===== src/rtl/mux_scan_pkg.sv =====
// rtl/mux_scan_pkg.sv - shared types and constants for the 4:1 mux select sequencer
package mux_scan_pkg;

  typedef enum logic [1:0] {
    IDLE,
    SCAN,
    DONE
  } state_t;

  localparam int NUM_CH    = 4;
  localparam int CH_W      = 2;
  localparam int DWELL_MAX = 255;

endpackage


===== src/rtl/mux_scan_seq_if.sv =====
// rtl/mux_scan_seq_if.sv - control/status bundle between the scan sequencer and its user
interface mux_scan_seq_if;
  import mux_scan_pkg::*;

  logic              start;
  logic [NUM_CH-1:0] en_mask;
  logic              y;
  logic              s1;
  logic              s0;
  logic              busy;
  logic              done;
  logic [NUM_CH-1:0] result;

  modport master (
    output start,
    output en_mask,
    output y,
    input  s1,
    input  s0,
    input  busy,
    input  done,
    input  result
  );

  modport slave (
    input  start,
    input  en_mask,
    input  y,
    output s1,
    output s0,
    output busy,
    output done,
    output result
  );

endinterface


===== src/rtl/mux_scan_next_ch.sv =====
// rtl/mux_scan_next_ch.sv - finds the next higher enabled channel above cur (or the lowest when first)
module mux_scan_next_ch
  import mux_scan_pkg::*;
(
  input  logic [NUM_CH-1:0] mask,
  input  logic [CH_W-1:0]   cur,
  input  logic              first,
  output logic [CH_W-1:0]   nxt,
  output logic              found
);

  // Walk downwards so the lowest qualifying channel is the one left standing.
  always_comb begin
    nxt   = '0;
    found = 1'b0;
    for (int i = NUM_CH - 1; i >= 0; i--) begin
      if (mask[i] && (first || (i > int'(cur)))) begin
        nxt   = CH_W'(i);
        found = 1'b1;
      end
    end
  end

endmodule


===== src/rtl/mux_scan_seq.sv =====
// rtl/mux_scan_seq.sv - steps s1:s0 through enabled mux channels, samples y after a dwell, pulses done
module mux_scan_seq
  import mux_scan_pkg::*;
#(
  parameter int DWELL = 2
) (
  input logic           clk,
  input logic           rst,
  mux_scan_seq_if.slave bus
);

  localparam int              CNT_W    = ($clog2(DWELL + 1) < 1) ? 1 : $clog2(DWELL + 1);
  localparam logic [CNT_W-1:0] CNT_LOAD = CNT_W'(DWELL - 1);

  state_t            state_q, state_d;
  logic [CNT_W-1:0]  cnt_q, cnt_d;
  logic [NUM_CH-1:0] mask_q, mask_d;
  logic [NUM_CH-1:0] result_q, result_d;
  logic [CH_W-1:0]   ch_q, ch_d;
  logic              busy_q, busy_d;
  logic              done_q, done_d;

  logic              idle;
  logic [NUM_CH-1:0] lookup_mask;
  logic [CH_W-1:0]   nxt_ch;
  logic              nxt_found;

  // In IDLE the lookup serves the start request, otherwise it advances past the current channel.
  assign idle        = (state_q == IDLE);
  assign lookup_mask = idle ? bus.en_mask : mask_q;

  mux_scan_next_ch u_next_ch (
    .mask  (lookup_mask),
    .cur   (ch_q),
    .first (idle),
    .nxt   (nxt_ch),
    .found (nxt_found)
  );

  always_ff @(posedge clk or posedge rst) begin
    if (rst) begin
      state_q  <= IDLE;
      cnt_q    <= '0;
      mask_q   <= '0;
      result_q <= '0;
      ch_q     <= '0;
      busy_q   <= 1'b0;
      done_q   <= 1'b0;
    end else begin
      state_q  <= state_d;
      cnt_q    <= cnt_d;
      mask_q   <= mask_d;
      result_q <= result_d;
      ch_q     <= ch_d;
      busy_q   <= busy_d;
      done_q   <= done_d;
    end
  end

  always_comb begin
    state_d  = state_q;
    cnt_d    = cnt_q;
    mask_d   = mask_q;
    result_d = result_q;
    ch_d     = ch_q;
    busy_d   = busy_q;
    done_d   = 1'b0;

    unique case (state_q)
      IDLE: begin
        if (bus.start) begin
          result_d = '0;
          mask_d   = bus.en_mask;
          if (nxt_found) begin
            ch_d    = nxt_ch;
            cnt_d   = CNT_LOAD;
            busy_d  = 1'b1;
            state_d = SCAN;
          end else begin
            done_d  = 1'b1;
            state_d = DONE;
          end
        end
      end

      SCAN: begin
        if (cnt_q != '0) begin
          cnt_d = cnt_q - CNT_W'(1);
        end else begin
          result_d[ch_q] = bus.y;
          if (nxt_found) begin
            ch_d  = nxt_ch;
            cnt_d = CNT_LOAD;
          end else begin
            ch_d    = '0;
            busy_d  = 1'b0;
            done_d  = 1'b1;
            state_d = DONE;
          end
        end
      end

      DONE: begin
        state_d = IDLE;
      end

      default: begin
        state_d = IDLE;
      end
    endcase
  end

  assign bus.s1     = ch_q[1];
  assign bus.s0     = ch_q[0];
  assign bus.busy   = busy_q;
  assign bus.done   = done_q;
  assign bus.result = result_q;

endmodule


===== src/flat_wrapper.sv =====
// flat-port wrapper written by rule: the top's interface ports become plain ports
module mux_scan_seq_flat import mux_scan_pkg::*;
#(
  parameter int DWELL = 2
)
  (clk, rst, bus_start, bus_en_mask, bus_y, bus_s1, bus_s0, bus_busy, bus_done, bus_result);
  mux_scan_seq_if bus_i ();
  input logic clk;
  input logic rst;
  input wire logic [$bits(bus_i.start)-1:0] bus_start;
  input wire logic [$bits(bus_i.en_mask)-1:0] bus_en_mask;
  input wire logic [$bits(bus_i.y)-1:0] bus_y;
  output wire logic [$bits(bus_i.s1)-1:0] bus_s1;
  output wire logic [$bits(bus_i.s0)-1:0] bus_s0;
  output wire logic [$bits(bus_i.busy)-1:0] bus_busy;
  output wire logic [$bits(bus_i.done)-1:0] bus_done;
  output wire logic [$bits(bus_i.result)-1:0] bus_result;
  assign bus_i.start = bus_start;
  assign bus_i.en_mask = bus_en_mask;
  assign bus_i.y = bus_y;
  assign bus_s1 = bus_i.s1;
  assign bus_s0 = bus_i.s0;
  assign bus_busy = bus_i.busy;
  assign bus_done = bus_i.done;
  assign bus_result = bus_i.result;
  mux_scan_seq #(.DWELL(DWELL)) u_core (.clk(clk), .rst(rst), .bus(bus_i));
endmodule

===== config.mk =====
export PLATFORM = sky130hd
export DESIGN_NAME = mux_scan_seq_flat
export DESIGN_NICKNAME = d
export VERILOG_FILES = /design/src/rtl/mux_scan_pkg.sv /design/src/rtl/mux_scan_seq_if.sv /design/src/rtl/mux_scan_next_ch.sv /design/src/rtl/mux_scan_seq.sv /design/src/flat_wrapper.sv
export SDC_FILE = /design/constraint.sdc
export NUM_CORES = 1
export LEC_CHECK = 0
export BUFFER_PORTS_ARGS = -buffer_cell sky130_fd_sc_hd__buf_4
export CORE_MARGIN = 5
export CORE_UTILIZATION = 50
export CTS_BUF_LIST = sky130_fd_sc_hd__clkbuf_16
export CTS_CLUSTER_DIAMETER = 40
export DETAILED_ROUTE_END_ITERATION = 10
export HOLD_SLACK_MARGIN = 0.15
export PLACE_DENSITY = 0.74
export SKIP_LAST_GASP = 1
export SLEW_MARGIN = 0
export SYNTH_ARGS = -nofsm -noshare
export SYNTH_HDL_FRONTEND = slang
export SYNTH_SLANG_ARGS = --single-unit
export TNS_END_PERCENT = 20

===== constraint.sdc =====
create_clock -name clk -period 4.1 [get_ports clk]
set_clock_uncertainty 0.2 [all_clocks]
set_input_delay 0.205 -clock clk [delete_from_list [all_inputs] [get_ports clk]]
set_output_delay 0.205 -clock clk [all_outputs]
set_load 0.01 [all_outputs]

# After elaboration in Yosys (flattened, before gate mapping)
# Index checks and enable logic that the tools add are counted.
# op_classes
n_addsub,1
multipliers,0
div,0
order_cmp,5
n_eq_ne,5
n_shift,0
n_mux,38
n_bitwise,0
reduce_logical,17
# ops
operator,count
2-bit 2-to-1 mux,15
1-bit 2-to-1 mux,12
4-bit 2-to-1 mux,3
2-bit one-hot mux with 2 select lines,3
"2-bit != test, second input constant",4
4-bit one-hot mux with 2 select lines,1
3-bit AND reduction,2
1-bit logical AND,5
5-bit AND reduction,1
4-bit bitwise mux,1
"2-bit greater-than comparator, first input constant",2
1-bit one-hot mux with 2 select lines,2
2-bit AND reduction,2
4-bit AND reduction,1
2-bit nonzero test,2
1-bit logical OR,3
"2-bit by 3-bit < comparator with 1-bit output, second input constant",1
1-bit demux with 2-bit select,1
"2-bit by 1-bit == test with 1-bit output, second input constant",1
"2-bit by 1-bit >= comparator with 1-bit output, second input constant",1
"1-bit by 2-bit greater-than comparator with 1-bit output, first input constant",1
2-bit logical NOT,1
"2-bit by 1-bit subtractor with 2-bit output, second input constant",1
# word_totals
regBits,16
latch_bits,0
ram_bits,0
romBits,0
inputBits,8
output_inout_bits,8
wordCells,73
mem_count,0

# Longest topological paths before layout
# Gate-level depths: netlist (run 1).
# logic_depth
word_depth,10
depth_mapped,5
depth_no_buf,4

# Hierarchy
# Synthesis (run 1) repeated with hierarchy kept, for this count alone.
# unflattened
cells_unflattened,86
area_unflattened_um2,908.4
# by_module_without_submodules
mod,instances,cells_each,area_each_um2,seq_area_each_um2
mux_scan_seq,1,70,814.5,400.4
mux_scan_next_ch,1,16,93.8,0.0

# Worst setup path after synthesis (run 1)
# No wires, ideal clock.
# synth_path
kind,register -> register
from,register u_core.ch_q[1]
to,register u_core.cnt_q[0]
setup_ns,0.128
t_arrival_ns,1.425
required_time_ns,3.772
path_slack_ns,2.348
path_stages_with_launch,6
path_buffers,1
synth_period_minus_slack_ns,1.752
cell_sequence,dfrtp_1 buf_6 o21ba_4 a2111o_1 a311oi_1 nor3_1
# synth_via
elab_chain_len,10
elab_cells_between_ends,17
classes_between,order compare: 3; mux: 8; reduce/logical: 6
# synth_rtl
item,line_no,source
start: declaration,mux_scan_seq.sv:19,"logic [CH_W-1:0] ch_q, ch_d;"
start signal: assignment,mux_scan_seq.sv:54,ch_q <= ch_d;
2-bit greater-than comparator,mux_scan_next_ch.sv:17,if (mask[i] && (first || (i > int'(cur)))) begin
1-bit logical OR,mux_scan_next_ch.sv:17,
1-bit logical AND,mux_scan_next_ch.sv:17,
1-bit 2-to-1 mux (2 in a row),mux_scan_next_ch.sv:17,
1-bit 2-to-1 mux * (2 in a row),mux_scan_next_ch.sv:17,
2-bit 2-to-1 mux *,--,
"2-bit 2-to-1 mux, on equally long branches",--,
2-bit one-hot mux with 2 select lines *,--,
end signal: assignment,mux_scan_seq.sv:51,cnt_q <= cnt_d;
end: declaration,mux_scan_seq.sv:16,"logic [CNT_W-1:0] cnt_q, cnt_d;"
# Every way passes the cells marked *; elsewhere a longest branch is shown, timed or not. The select of a mux whose other input is x is not followed.
# A chain may end at the register's enable or synchronous reset.

# Worst setup path in the final report (run 1)
# layout_path
from,input port bus_en_mask[1]
to,register u_core.state_q[0]
# layout_via
elab_chain_len,7
elab_cells_between_ends,9
classes_between,eq/ne: 1; mux: 6; reduce/logical: 2
# layout_rtl
item,line_no,source
start: declaration,flat_wrapper.sv:11,input wire logic [$bits(bus_i.en_mask)-1:0] bus_en_mask;
4-bit 2-to-1 mux *,mux_scan_seq.sv:30,assign lookup_mask = idle ? bus.en_mask : mask_q;
1-bit logical AND *,mux_scan_next_ch.sv:17,
1-bit 2-to-1 mux * (2 in a row),mux_scan_next_ch.sv:17,
2-bit 2-to-1 mux,mux_scan_seq.sv:74,if (nxt_found) begin
2-bit 2-to-1 mux,mux_scan_seq.sv:71,if (bus.start) begin
2-bit one-hot mux with 2 select lines,mux_scan_seq.sv:69,unique case (state_q)
end signal: assignment,mux_scan_seq.sv:50,state_q <= state_d;
end: declaration,mux_scan_seq.sv:15,"state_t state_q, state_d;"
# Marks and branches as above.

==> key figures, run 1 <==
Status
  – Status: finished, final reports clean

Timing
  – Hold Violations, Final: 0
  – Fmax achieved: 495 MHz
  – Max_slew headroom: 61.4%
  – Min Tclk post-route: 2.02 ns
  – Final setup violation count: 0
  – Actual transition at the worst max-transition pin: 0.578 ns
  – Final worst path period share: 49.2%
  – Setup TNS: 0 ns
  – Unrepaired setup endpoints after global routing: no
  – Pins over their slew limit: 0

Place
  – HPWL reported at the end of detailed placement: 1260 microns
  – Port Buffers: 15
  – Placer congestion estimate: 0.818

Yosys
  – Post-synthesis sequential element count: 15
  – Post-Syn Instances: 80
  – Count of different cell masters after synthesis: 35
  – Average instance area after synthesis: 10.4 sq um
  – Main flop type after synthesis: sky130_fd_sc_hd__dfrtp_1
  – Number of nets produced by synthesis: 88
  – Post-synth EDFFs: 0
  – Proportion of synthesized chip area in sequential cells: 45.0%
  – Netlist Area Pre-Place: 833 sq um
  – Yosys warning count: 0
  – Post-synthesis async set-or-reset flop share: 100%

Final layout
  – Area used by multi-input combinational logic: 398 sq um
  – Sequential cell area: 375 sq um
  – Number of nets at the end of the flow: 110
  – Filler Cells Inserted: 119
  – Area added between synthesis and finish: 28.4%
  – Number of antenna repair diodes: 0
  – Fraction of layout cells with a size suffix above 1: 26.7%
  – Commonest cells after routing, fill and taps aside: sky130_fd_sc_hd__buf_4, sky130_fd_sc_hd__dfrtp_1, sky130_fd_sc_hd__a21oi_1, sky130_fd_sc_hd__dlygate4sd3_1

GRT
  – Global router's overall resource usage: 16.9%
  – Initial antenna violation count: 0
  – Via count of the first global-routing pass: 739
  – Final global-route overflow total: 0
  – Global-route wire length before repair: 3350 microns
  – Largest net degree at the start of global routing: 16

Floorplan
  – Initial Utilization: 54.1%
  – Area of the core region: 1540 sq um
  – Number of rows created at floorplan: 14
  – Total Die Area: 2580 sq um
  – Die Y: 50.8 microns
  – Top-level I/O count: 16
  – Die width: 50.8 microns

Clock network
  – CTS max path bufs: 2
  – Clock root buffer: sky130_fd_sc_hd__clkbuf_16
  – Clk sink count: 15
  – Clock latency of the later-clocked register in the worst-skew pair: 0.24 ns
  – H-Tree Level Count: 1
  – Number of gates given a new drive strength after cts: 0
  – Num CTS Buffers: 3
  – CTS tree: yes
  – Clock slew at the register clock pins of the worst setup and hold paths: 0.04 ns

Detailed routing
  – Residual DRC: 0
  – Mean routed wirelength per cell: 16.6 microns
  – Vias per cell: 6.22
  – Vias: 728
  – Number of DRC markers in iteration 0: 18
  – Number of nets still failing antenna checks after routing: 0
  – Number of detailed-route iterations in the first pass: 4
  – WL final: 1950 microns

Power
  – Fraction of power spent switching nets: 39.1%
  – Leakage power: 0.000476 uW
  – Power density relative to cell area: 855 nW/um^2
  – Portion of total power attributed to combinational logic: 46.0%
  – Power after layout: 915 uW
  – Maximum VDD drop: 0.434 mV
  – Clock Power Share: 20.1%
  – Power spent charging and discharging nets: 358 uW
  – Proportion of power drawn by flip-flops and latches: 33.9%
  – Internal power summed over all cells: 557 uW

Hold path
  – Kind of path behind the tightest hold check: reg -> reg

Setup path
  – Nature of the critical path startpoint: input port
  – Worst Path Class, Setup: in -> reg
  – Max FO, Critical Path: 9
  – Required time reported for the critical path endpoint: 4.01 ns
  – Crit end category: register
  – Data arrival time at the worst-slack endpoint: 1.93 ns

Job
  – Count of maximum capacitance violations: 0
cells by family (layout without fill, tap and decap cells):
family / after synthesis / after routing / synth area share (%)
compound gates: 28 / 28 / 25.4
simple gates: 23 / 23 / 15.8
flops: 15 / 15 / 45.0
buf+inv: 9 / 30 / 7.21
mux: 5 / 5 / 6.61
through the flow:
stage | cell area (sq um) | hold WS [ns] | std cells | setup WS [ns] | util [%]
floorplan | 833 | -0.0935 | 80 | 2.35 | -
global placement | 921 | 0.101 | 106 | 2.25 | 59.7
detailed placement | 921 | 0.101 | 106 | 2.22 | 59.7
CTS | 1070 | 0.324 | 117 | 2.08 | 69.4
global route | 1070 | 0.344 | 117 | 1.95 | 69.4
finish | 1070 | 0.317 | 117 | 2.08 | 69.4
power by group through the flow:
stage | Sequential, uW | Combinational (uW) | Clock [uW]
finish | 310 | 421 | 184
global route | 322 | 454 | 196
CTS | 305 | 420 | 188
detailed placement | 304 | 411 | 0
global placement | 302 | 403 | 0
floorplan | 273 | 351 | 0
cell usage after synthesis, types with 2 or more instances:
cell	instances	area share, %
sky130_fd_sc_hd__buf_6	3	4.1
sky130_fd_sc_hd__nor3_1	2	1.2
sky130_fd_sc_hd__a21oi_1	7	4.2
sky130_fd_sc_hd__nor2b_1	2	1.5
sky130_fd_sc_hd__nand2_1	3	1.4
sky130_fd_sc_hd__a31oi_1	3	2.3
sky130_fd_sc_hd__dfrtp_1	15	45
sky130_fd_sc_hd__nand2b_1	3	2.3
sky130_fd_sc_hd__o21ai_0	4	2.4
sky130_fd_sc_hd__mux2_2	4	5.4
sky130_fd_sc_hd__nor2_1	5	2.3
sky130_fd_sc_hd__inv_1	4	1.8
sky130_fd_sc_hd__nor4_1	2	1.5
sky130_fd_sc_hd__o22ai_1	2	1.5
cell type report:
type                       instances  area share, %
clock buffer                       3           7.02
inverter                           4           1.40
sequential                        15           35.1
clock inverter                     1          0.351
timing repair buffer              22           17.1
multi-input combinational         56           37.2
tap                               16           1.87
worst max-delay path, cell delays in order:
cell	delay, ns
sky130_fd_sc_hd__dlygate4sd3_1	0.53
sky130_fd_sc_hd__buf_4	0.14
sky130_fd_sc_hd__nor4_1	0.36
sky130_fd_sc_hd__nand2_1	0.29
sky130_fd_sc_hd__a211oi_2	0.31
sky130_fd_sc_hd__nor3_1	0.09
sequential cells by signal (all words and copies together), names as in the netlist:
signal             flops
u_core.bus.done        1
u_core.cnt_q           2
u_core.mask_q          3
u_core.bus.result      4
u_core.state_q         2
u_core.ch_q            2
u_core.bus.busy        1
layer usage:
| metal | track usage [%] | vias to the layer above | wire length (microns) |
|---|---|---|---|
| met1 | 20.8 | 351 | 838 |
| met3 | 3.49 | 9 | 117 |
| met4 | 11.1 | 0 | 57 |
| met2 | 26.4 | 27 | 932 |
| met5 | 0 | - | 0 |
| li1 | - | 341 | - |
what timing repair did:
action,in CTS,in global routing
hold endpoints to repair,26,0
endpoints found under the setup margin,0,0
buffers inserted,0,0
hold buffers,7,0
final timing paths:
| check | startpoint | to | slack [ns] | cells past startpoint |
|---|---|---|---|---|
| setup / recovery | bus_en_mask[1] | u_core.state_q[0] | 2.08 | 6 |
| hold / removal | u_core.bus.result[0] | u_core.bus.result[0] | 0.32 | 2 |
| setup reg to reg | u_core.state_q[1] | u_core.state_q[0] | 2.16 | 4 |
| hold reg to reg | u_core.bus.result[0] | u_core.bus.result[0] | 0.32 | 2 |
| max in group asynchronous | rst | u_core.bus.result[2] | 2.94 | 3 |
| min in group asynchronous | rst | u_core.bus.busy | 0.39 | 3 |
(Power assumes the default switching activity.)
==> run 2, diff against run 1 <==
--- a/config.mk
+++ b/config.mk
@@ -7,12 +7,12 @@
 export LEC_CHECK = 0
 export BUFFER_PORTS_ARGS = -buffer_cell sky130_fd_sc_hd__buf_4
 export CORE_MARGIN = 5
-export CORE_UTILIZATION = 50
+export CORE_UTILIZATION = 47
 export CTS_BUF_LIST = sky130_fd_sc_hd__clkbuf_16
 export CTS_CLUSTER_DIAMETER = 40
 export DETAILED_ROUTE_END_ITERATION = 10
 export HOLD_SLACK_MARGIN = 0.15
-export PLACE_DENSITY = 0.74
+export PLACE_DENSITY = 0.73
 export SKIP_LAST_GASP = 1
 export SLEW_MARGIN = 0
 export SYNTH_ARGS = -nofsm -noshare
==> constraint.sdc (replaced) <==
create_clock -name clk -period 1.8 [get_ports clk]
set_clock_uncertainty 0.2 [all_clocks]
set_input_delay 0.09 -clock clk [delete_from_list [all_inputs] [get_ports clk]]
set_output_delay 0.09 -clock clk [all_outputs]
set_load 0.01 [all_outputs]
==> run 2 against run 1 <==
Net effect: the run now ends with hold timing left; first-iteration DRC count rose by 39%; design area rose by 7.0%; via count rose by 4.7%.
==> key figures, run 2 (synthesis gave the netlist of run 1 again) <==
GRT
  – Final global-route overflow total: 0 (unchanged)
  – Global router's overall resource usage: 17.5% (was 16.9%)
  – Via count of the first global-routing pass: 742 (was 739)
  – Largest net degree at the start of global routing: 16 (unchanged)
  – Global-route wire length before repair: 3390 microns (was 3350 microns)
  – Initial antenna violation count: 0 (unchanged)

Final layout
  – Fraction of layout cells with a size suffix above 1: 33.9% (was 26.7%)
  – Final cell utilization of the core: 67.0% (was 69.4%)
  – Flip-flop count of the largest register after layout: 4 (unchanged)
  – Number of nets at the end of the flow: 118 (was 110)
  – Number of antenna repair diodes: 0 (unchanged)
  – Commonest cells after routing, fill and taps aside: sky130_fd_sc_hd__buf_4, sky130_fd_sc_hd__dfrtp_1, sky130_fd_sc_hd__a21oi_1 (was sky130_fd_sc_hd__buf_4, sky130_fd_sc_hd__dfrtp_1, sky130_fd_sc_hd__a21oi_1, sky130_fd_sc_hd__dlygate4sd3_1)
  – Area added between synthesis and finish: 37.4% (was 28.4%)
  – Most frequent standard cell in the layout excluding fill and tap cells: sky130_fd_sc_hd__buf_4

Power
  – Maximum VDD drop: 1.11 mV (was 0.434 mV)
  – Power density relative to cell area: 1940 nW/um^2 (was 855 nW/um^2)
  – Leakage power: 0.000517 uW (was 0.000476 uW)

Floorplan
  – Area of the core region: 1710 sq um (was 1540 sq um)
  – Number of rows created at floorplan: 15 (was 14)
  – Die width: 52.1 microns (was 50.8 microns)
  – Initial Utilization: 48.8% (was 54.1%)
  – Die Y: 52.1 microns (was 50.8 microns)
  – Top-level I/O count: 16 (unchanged)
  – Total Die Area: 2710 sq um (was 2580 sq um)

Setup path
  – Data arrival time at the worst-slack endpoint: 1.72 ns (was 1.93 ns)
  – Required time reported for the critical path endpoint: 1.72 ns (was 4.01 ns)
  – Crit end category: register (unchanged)
  – Nature of the critical path startpoint: register (was input port)
  – Max FO, Critical Path: 6 (was 9)
  – Worst Path Class, Setup: reg -> reg (was in -> reg)

Detailed routing
  – Vias: 762 (was 728)
  – Residual DRC: 0 (unchanged)
  – Vias per cell: 5.69 (was 6.22)
  – WL final: 2050 microns (was 1950 microns)
  – Number of detailed-route iterations in the first pass: 4 (unchanged)
  – Number of nets still failing antenna checks after routing: 0 (unchanged)
  – Number of DRC markers in iteration 0: 25 (was 18)
  – Mean routed wirelength per cell: 15.3 microns (was 16.6 microns)

Clock network
  – Clock root buffer: sky130_fd_sc_hd__clkbuf_16 (unchanged)
  – H-Tree Level Count: 1 (unchanged)
  – Setup Buffers After CTS: 0 (unchanged)
  – Clock slew at the register clock pins of the worst setup and hold paths: 0.05 ns (was 0.04 ns)
  – Num CTS Buffers: 3 (unchanged)
  – Clk sink count: 15 (unchanged)
  – CTS max path bufs: 2 (unchanged)
  – Hold-fix buffers at CTS: 6 (was 7)
  – Clock latency of the later-clocked register in the worst-skew pair: 0.25 ns (was 0.24 ns)
  – CTS tree: yes (unchanged)

Timing
  – Unrepaired setup endpoints after global routing: yes (was no)
  – Min Tclk post-route: 1.79 ns
  – Actual transition at the worst max-transition pin: 0.568 ns (was 0.578 ns)
  – Hold Violations, Final: 1 (was 0)
  – Final setup violation count: 0 (unchanged)
  – Setup TNS: 0 ns (unchanged)
  – Final worst path period share: 99.6%
  – Fmax achieved: 558 MHz
  – Pins over their slew limit: 0 (unchanged)
  – Max_slew headroom: 62.1% (was 61.4%)
  – Final hold slack: -0.0813 ns (was 0.317 ns)

Job
  – Count of maximum capacitance violations: 0 (unchanged)

Place
  – HPWL reported at the end of detailed placement: 1350 microns (was 1260 microns)
  – Port Buffers: 15 (unchanged)
  – Placer congestion estimate: 0.874 (was 0.818)

Hold path
  – Kind of path behind the tightest hold check: in -> reg (was reg -> reg)

Status
  – Violations in the final reports: hold timing
  – Status: finished with violations (was finished, final reports clean)
## run 2: cell types whose count changed in the layout (fill, tap and decap cells not counted), sizes merged
cell	previous run	this run
dlygate4sd3	7	6
buf	15	24
## run 2: final timing paths
| kind | cells past startpoint | endpoint | start | slack (ns) |
|---|---|---|---|---|
| worst min register to register | 2 | u_core.bus.busy | u_core.bus.busy | 0.31 |
| worst max register to register | 4 | u_core.cnt_q[0] | u_core.mask_q[3] | 0.007 |
| min in group asynchronous | 3 | u_core.bus.result[1] | rst | 0.26 |
| worst min-delay path | 2 | u_core.mask_q[1] | bus_en_mask[1] | -0.08 |
| worst max-delay path | 4 | u_core.cnt_q[0] | u_core.mask_q[3] | 0.007 |
| max in group asynchronous | 3 | u_core.state_q[0] | rst | 0.77 |
## run 2: repair_timing
action                     4_1_cts  5_1_grt
setup endpoints to repair        0        9
hold endpoints to repair        30        2
resized for setup                0        1
## run 2: metal layers
layer	wire length, microns	vias up	GRT usage (%)	share of wire [%]
met5	0	-	0	0
met4	50	0	11.4	2.4
met3	140	6	2.87	6.8
met2	1040	35	29.7	50
met1	824	365	20.0	40
li1	-	356	-	-
## run 2: through the flow
stage	worst slack, ns	power (uW)	hold WS (ns)	instance area [sq um]	cells
2_1_floorplan	0.0475	1420	-0.209	833	80
3_3_place_gp	0.0463	1730	-0.0111	1000	124
3_5_place_dp	0.0259	1750	-0.0133	1000	124
4_1_cts	0.0103	2220	-0.0939	1140	134
5_1_grt	-0.0684	2370	-0.0879	1140	134
6_report	0.00661	2220	-0.0813	1140	134
## run 2: area by class of cell
class / instances / area [sq um]
tap: 25 / 31.3
fill: 133 / 563
sequential: 15 / 375
clock buffer: 3 / 75.1
multi-input combinational: 56 / 404
inverter: 4 / 15.0
timing repair buffer: 30 / 240
clock inverter: 1 / 3.75
## run 2: power by group
| part | internal [uW] | total, uW | switching, uW |
|---|---|---|---|
| clock | 294 | 425 | 131 |
| combinational | 587 | 1150 | 567 |
| sequential | 492 | 640 | 148 |
| total | 1370 | 2220 | 846 |
## run 2: worst max-delay path, cell delays in order, from the launching register on
cell and delay [ns]:
sky130_fd_sc_hd__dfrtp_1 0.42, sky130_fd_sc_hd__o21ba_4 0.24, sky130_fd_sc_hd__a2111o_1 0.44, sky130_fd_sc_hd__a311oi_1 0.29, sky130_fd_sc_hd__nor3_1 0.08
